==> src/rtl/frame_tx_sequencer.sv <==
// Frame readout sequencer: gates camera capture on VSYNC, then streams one frame of RAM bytes
// to a UART through a start/busy handshake. Optional sync header under FRAME_SYNC_HDR_EN.
module frame_tx_sequencer #(
  parameter int unsigned BYTES_PER_FRAME = 6144,
  parameter int unsigned ADDR_W          = 15,
  parameter int unsigned PRE_SEND_CYCLES = 125000,
  parameter int unsigned BYTE_GAP_CYCLES = 1085,
  parameter int unsigned CNT_W           = 21
) (
  input  logic              Clk,
  input  logic              i_Rst,
  input  logic              i_VS,
  input  logic [7:0]        i_RAM_Data,
  input  logic              i_Tx_Busy,
  output logic [ADDR_W-1:0] o_Read_Adress,
  output logic [7:0]        o_Tx_Data,
  output logic              o_Tx_Start,
  output logic              o_Capture_En,
  output logic              o_Frame_Indicator,
  output logic              o_Frame_Done
);

  typedef enum logic [2:0] {
    StArm,
    StHold,
    StLoad,
    StStart,
    StTxw,
    StGap,
    StDrain
  } state_e;

  localparam logic [ADDR_W-1:0] LastAddr  = ADDR_W'(BYTES_PER_FRAME - 1);
  localparam logic [CNT_W-1:0]  HoldLast  = CNT_W'(PRE_SEND_CYCLES - 1);
  localparam logic [CNT_W-1:0]  GapLast   = CNT_W'(BYTE_GAP_CYCLES - 1);

  // VSYNC synchroniser and edge detector
  logic       vs_meta_q, vs_sync_q, vs_prev_q;
  logic [2:0] vs_valid_q;
  logic       vs_rise, vs_fall;

  always_ff @(posedge Clk or posedge i_Rst) begin
    if (i_Rst) begin
      vs_meta_q  <= 1'b0;
      vs_sync_q  <= 1'b0;
      vs_prev_q  <= 1'b0;
      vs_valid_q <= 3'b000;
    end else begin
      vs_meta_q  <= i_VS;
      vs_sync_q  <= vs_meta_q;
      vs_prev_q  <= vs_sync_q;
      vs_valid_q <= {vs_valid_q[1:0], 1'b1};
    end
  end

  // Edges only count once prev holds a real pin sample, so VS high at reset release is not a rise.
  assign vs_rise = vs_valid_q[2] & vs_sync_q & ~vs_prev_q;
  assign vs_fall = vs_valid_q[2] & ~vs_sync_q & vs_prev_q;

  state_e              state_q, state_d;
  logic [CNT_W-1:0]    cnt_q, cnt_d;
  logic [ADDR_W-1:0]   addr_q, addr_d;
  logic                tx_start_q, tx_start_d;
  logic                frame_done_q, frame_done_d;
  logic                capture_en_q, frame_ind_q;
  logic                hdr_pending;

  always_comb begin
    state_d      = state_q;
    cnt_d        = cnt_q;
    addr_d       = addr_q;
    tx_start_d   = 1'b0;
    frame_done_d = 1'b0;
    case (state_q)
      StArm: begin
        if (vs_rise) begin
          state_d = StHold;
          cnt_d   = '0;
        end
      end
      StHold: begin
        if (cnt_q >= HoldLast) begin
          state_d = StLoad;
          cnt_d   = '0;
          addr_d  = '0;
        end else begin
          cnt_d = cnt_q + CNT_W'(1);
        end
      end
      StLoad: begin
        state_d = StStart;
      end
      StStart: begin
        if (!i_Tx_Busy) begin
          tx_start_d = 1'b1;
          state_d    = StTxw;
          cnt_d      = '0;
        end
      end
      StTxw: begin
        // First cycle is skipped: busy only rises the cycle after the start pulse.
        if (cnt_q == '0) begin
          cnt_d = CNT_W'(1);
        end else if (!i_Tx_Busy) begin
          // The cycle busy is seen low already counts as the first gap cycle.
          state_d = StGap;
          cnt_d   = CNT_W'(1);
        end
      end
      StGap: begin
        if (cnt_q >= GapLast) begin
          cnt_d = '0;
          if (hdr_pending) begin
            state_d = StLoad;
          end else if (addr_q < LastAddr) begin
            addr_d  = addr_q + ADDR_W'(1);
            state_d = StLoad;
          end else begin
            frame_done_d = 1'b1;
            addr_d       = '0;
            state_d      = StDrain;
          end
        end else begin
          cnt_d = cnt_q + CNT_W'(1);
        end
      end
      StDrain: begin
        if (vs_fall) begin
          state_d = StArm;
        end
      end
      default: begin
        state_d = StArm;
        cnt_d   = '0;
        addr_d  = '0;
      end
    endcase
  end

  always_ff @(posedge Clk or posedge i_Rst) begin
    if (i_Rst) begin
      state_q      <= StArm;
      cnt_q        <= '0;
      addr_q       <= '0;
      tx_start_q   <= 1'b0;
      frame_done_q <= 1'b0;
      capture_en_q <= 1'b1;
      frame_ind_q  <= 1'b1;
    end else begin
      state_q      <= state_d;
      cnt_q        <= cnt_d;
      addr_q       <= addr_d;
      tx_start_q   <= tx_start_d;
      frame_done_q <= frame_done_d;
      capture_en_q <= (state_d == StArm);
      frame_ind_q  <= (state_d == StArm);
    end
  end

`ifdef FRAME_SYNC_HDR_EN
  // hdr_q: 0 = 0xFF byte, 1 = 0x00 byte, 2 = RAM data
  logic [1:0] hdr_q, hdr_d;

  always_comb begin
    hdr_d = hdr_q;
    if (state_q == StHold && state_d == StLoad) begin
      hdr_d = 2'd0;
    end else if (state_q == StGap && state_d == StLoad && hdr_pending) begin
      hdr_d = hdr_q + 2'd1;
    end
  end

  always_ff @(posedge Clk or posedge i_Rst) begin
    if (i_Rst) begin
      hdr_q <= 2'd2;
    end else begin
      hdr_q <= hdr_d;
    end
  end

  assign hdr_pending = (hdr_q != 2'd2);

  always_comb begin
    case (hdr_q)
      2'd0:    o_Tx_Data = 8'hFF;
      2'd1:    o_Tx_Data = 8'h00;
      default: o_Tx_Data = i_RAM_Data;
    endcase
  end
`else
  assign hdr_pending = 1'b0;
  assign o_Tx_Data   = i_RAM_Data;
`endif

  assign o_Read_Adress     = addr_q;
  assign o_Tx_Start        = tx_start_q;
  assign o_Capture_En      = capture_en_q;
  assign o_Frame_Indicator = frame_ind_q;
  assign o_Frame_Done      = frame_done_q;

endmodule

==> config.mk <==
export PLATFORM = sky130hd
export DESIGN_NAME = frame_tx_sequencer
export DESIGN_NICKNAME = d
export VERILOG_FILES = /design/src/rtl/frame_tx_sequencer.sv
export SDC_FILE = /design/constraint.sdc
export NUM_CORES = 1
export LEC_CHECK = 0
export CAP_MARGIN = 10
export CORE_MARGIN = 2
export CORE_UTILIZATION = 58
export DETAILED_ROUTE_END_ITERATION = 10
export PLACE_DENSITY = 0.9
export SLEW_MARGIN = 20
export SYNTH_ARGS = -nofsm -noshare
export SYNTH_HDL_FRONTEND = slang
export SYNTH_SLANG_ARGS = --single-unit
==> constraint.sdc <==
create_clock -name Clk -period 4.1 [get_ports Clk]
set_clock_uncertainty 0.2 [all_clocks]
set_input_delay 1.025 -clock Clk [delete_from_list [all_inputs] [get_ports Clk]]
set_output_delay 1.025 -clock Clk [all_outputs]
set_load 0.01 [all_outputs]
==> key figures <==
Critical path
  – Max incr delay on CP: 0.67 ns
  – Critical Path RT: 4.10 ns
  – R2R cell count: 6
  – WP data arrival: about 2.9 ns
  – Crit path capture type: flip-flop
  – Slowest cell on the critical path: a32oi_2
  – Crit path cell chain: or4_1 -> nor4_4 -> nand3b_1 -> a32oi_2 -> o21ai_0 -> o31ai_1
  – Crit Path Class: flip-flop to flip-flop
  – Startpoint Class: flip-flop
  – Crit path max fanout: 17

Finish
  – Fin cells: 362
  – Post-layout net count: 324
  – Sequential Area: ~1200 um2
  – Fill cell count: 357
  – Layout cell share with drive strength beyond 1: 0.04839
  – # diodes: 0
  – P&R area growth vs syn: 9.176%
  – Multi-input logic area: 1282 um2

Synth
  – Post-synth ARST share: 1.000
  – Cell Area, Synth: 2659 um2
  – Seq/Total Area, Yosys: 0.4522
  – Register bit total from synthesis: 48
  – Mapped Cells: between 300 and 400
  – Synth cell types: 51
  – Mapped Nets: 318
  – Syn Area/Cell: 8.775 um2
  – Ys Warns: 0
  – EDFF count, synth: 0
  – Synth Flop Type: dfrtp_1

Timing
  – RSZ-0062 raised after global routing: false
  – Fin crit period: 2.866 ns
  – F_max: 348.9 MHz
  – Setup TNS: 0 ns
  – Slew @ Worst Pin: between 0.8 and 0.9 ns
  – Part of the cycle the worst path needs: 0.6990
  – Slew Viols, Final: 0
  – Hold Vio Cnt, Final: 0
  – Rel. slew slack: 0.4600
  – Final setup viols: 0

Global route
  – M3 GR Usage: 0.04501
  – Antenna violations before repair: 0
  – M1 GR Usage: 0.3129
  – Met2 usage: 0.3817
  – GRT overflow: 0
  – Vias in the first global route: 2,165
  – Largest net degree at the start of global routing: about 50
  – First-pass GRT wire length: 9742 um
  – Global Route Usage Sum: 0.2378
  – Global route hottest layer: met2

Clock tree
  – Clk sinks: 48
  – Clock-pin slew on the worst setup and hold paths: 0.09 ns
  – Worst skew pair latency: 0.30 ns
  – Number of setup buffers added after CTS: 0
  – Max Root-Sink Buffers: 2
  – CTS tree: yes
  – Max H-tree Level: 2
  – Hold_buf cts: 0
  – Total CTS buffers: 5
  – Resize count post-CTS: 0
  – Root Driver: clkbuf_8

Power
  – Power per cell area: about 580 nW/um2
  – Leakage power: 1.238 nW
  – Peak VDD IR: ~0.00036 V
  – Total power: roughly 1.7 mW

Outcome
  – Status: completed

Route
  – Via count: 2,259
  – Via density: 6.240
  – Post-DRT Antenna Nets: 0
  – DRT Pass-1 Iters: 4
  – Routed len/inst: 15.16 um
  – Drt first-iter violations: roughly 210
  – Post-route DRC: 0
  – Routed WL: 5487 um

Die
  – Starting Density: 0.6064
  – Core area: 4384 um2
  – Die area: 5142 um2
  – Die width: 71.71 um
  – Die Y: 71.71 um
  – I/O pins: 39
  – Row count: 24

Place
  – GP Congestion: 0.8128
  – # port buffers: 22
  – HPWL Detailed: roughly 3800 um
  – Placed cell count: 354

Worst hold path
  – Hold depth: 0
  – Hold Path Class: flip-flop to flip-flop

Flow run
  – Max cap viols: 0
final cells by class:
type,instances,area share
Sequential cell,48,0.4142
Timing Repair Buffer,24,0.08103
Clock buffer,8,0.03103
Inverter,7,0.009483
Multi-Input combinational cell,223,0.4418
Tap cell,52,0.02241
path summary, 6_finish.rpt:
check | startpoint | end | slack, ns
setup / recovery | cnt_q[12] | o_Read_Adress[5] | 1.23
hold / removal | vs_valid_q[1] | vs_valid_q[2] | 0.15
setup reg to reg | cnt_q[12] | o_Read_Adress[5] | 1.23
hold reg to reg | vs_valid_q[1] | vs_valid_q[2] | 0.15
max in group asynchronous | i_Rst | cnt_q[15] | 2.24
min in group asynchronous | i_Rst | o_Read_Adress[11] | 0.98
cell usage in the layout (no fill, tap or decap), types with 4 or more instances in the layout:
master           count
o31ai_1              5
nor2_1              33
or3_1                6
clkdlybuf4s50_1     22
a31oi_1             12
nor3b_1              4
and2_1               5
nand2b_1             7
a21oi_1             12
inv_1                6
nand3_1             14
clkbuf_8             6
nor3_1               7
nand2_1             36
nand4_1              7
a22o_1               4
dfrtp_1             47
a21o_1               4
o21ai_0             24
per-stage QoR:
| step | instance area [um2] | setup slack (ns) | hold slack [ns] | utilization |
|---|---|---|---|---|
| final | 2903 | 1.234 | 0.1482 | 0.6621 |
| after floorplan | 2659 | 1.676 | 0.1312 | - |
| after CTS | 2902 | 1.244 | 0.1575 | 0.6618 |
| after global routing | 2903 | 1.014 | 0.1720 | 0.6621 |
| after global placement | 2811 | 1.175 | 0.1331 | 0.6413 |
| after detailed placement | 2811 | 1.115 | 0.1387 | 0.6413 |
report_power, final:
part           internal [mW]  switching, mW  leakage [nW]
combinational          0.278          0.437         0.551
sequential             0.553          0.138         0.642
clock                  0.138          0.150        0.0455
total                  0.969          0.725          1.24
synth_stat cells, drive strengths merged, types with 4 or more instances:
cell type  count  share of area
o21ai         25          0.047
nand2         36          0.051
and2           6          0.014
a21o           4          0.011
o31ai          5          0.014
nand2b         7          0.016
a21oi         12          0.023
nor2          33          0.047
buf           18          0.046
nor4           4          0.015
nand4          7          0.016
nor3           7          0.013
inv            7         0.0099
nor3b          4          0.011
nand3         14          0.026
or3            6          0.014
a31oi         12          0.028
dfrtp         47           0.44
a22o           4          0.013
clkbuf         7         0.0099
worst max-delay path, delay by kind of cell (launching register included):
kind	cells	cell delay (ns)
AND/OR/NAND/NOR	3	1.05
AO/OA/AOI/OAI	3	1.02
flip-flops	1	0.49
logic make-up after synthesis:
| group | Yosys count | share of synthesized area |
|---|---|---|
| other | 1 | 0.001410 |
| buffers and inverters | 32 | 0.06541 |
| and+or+nand+nor | 137 | 0.2612 |
| DFF | 48 | 0.4522 |
| muxes | 1 | 0.003765 |
| adders and majority gates | 3 | 0.01412 |
| AOI/OAI and AO/OA | 81 | 0.2019 |
routing by layer:
layer  vias up  part of all wire
li1       1102                 -
met1      1079              0.43
met2        72              0.51
met3         6             0.047
met4         0            0.0058
met5         -                 0
sequential cells by signal, indices dropped and copies added, names as in the netlist:
name / count
vs_sync_q: 1
vs_valid_q: 3
o_Frame_Indicator: 1
vs_meta_q: 1
vs_prev_q: 1
o_Frame_Done: 1
o_Read_Adress: 15
o_Tx_Start: 1
state_q: 3
cnt_q: 21
Note: power is estimated with default switching activity, not from simulation.
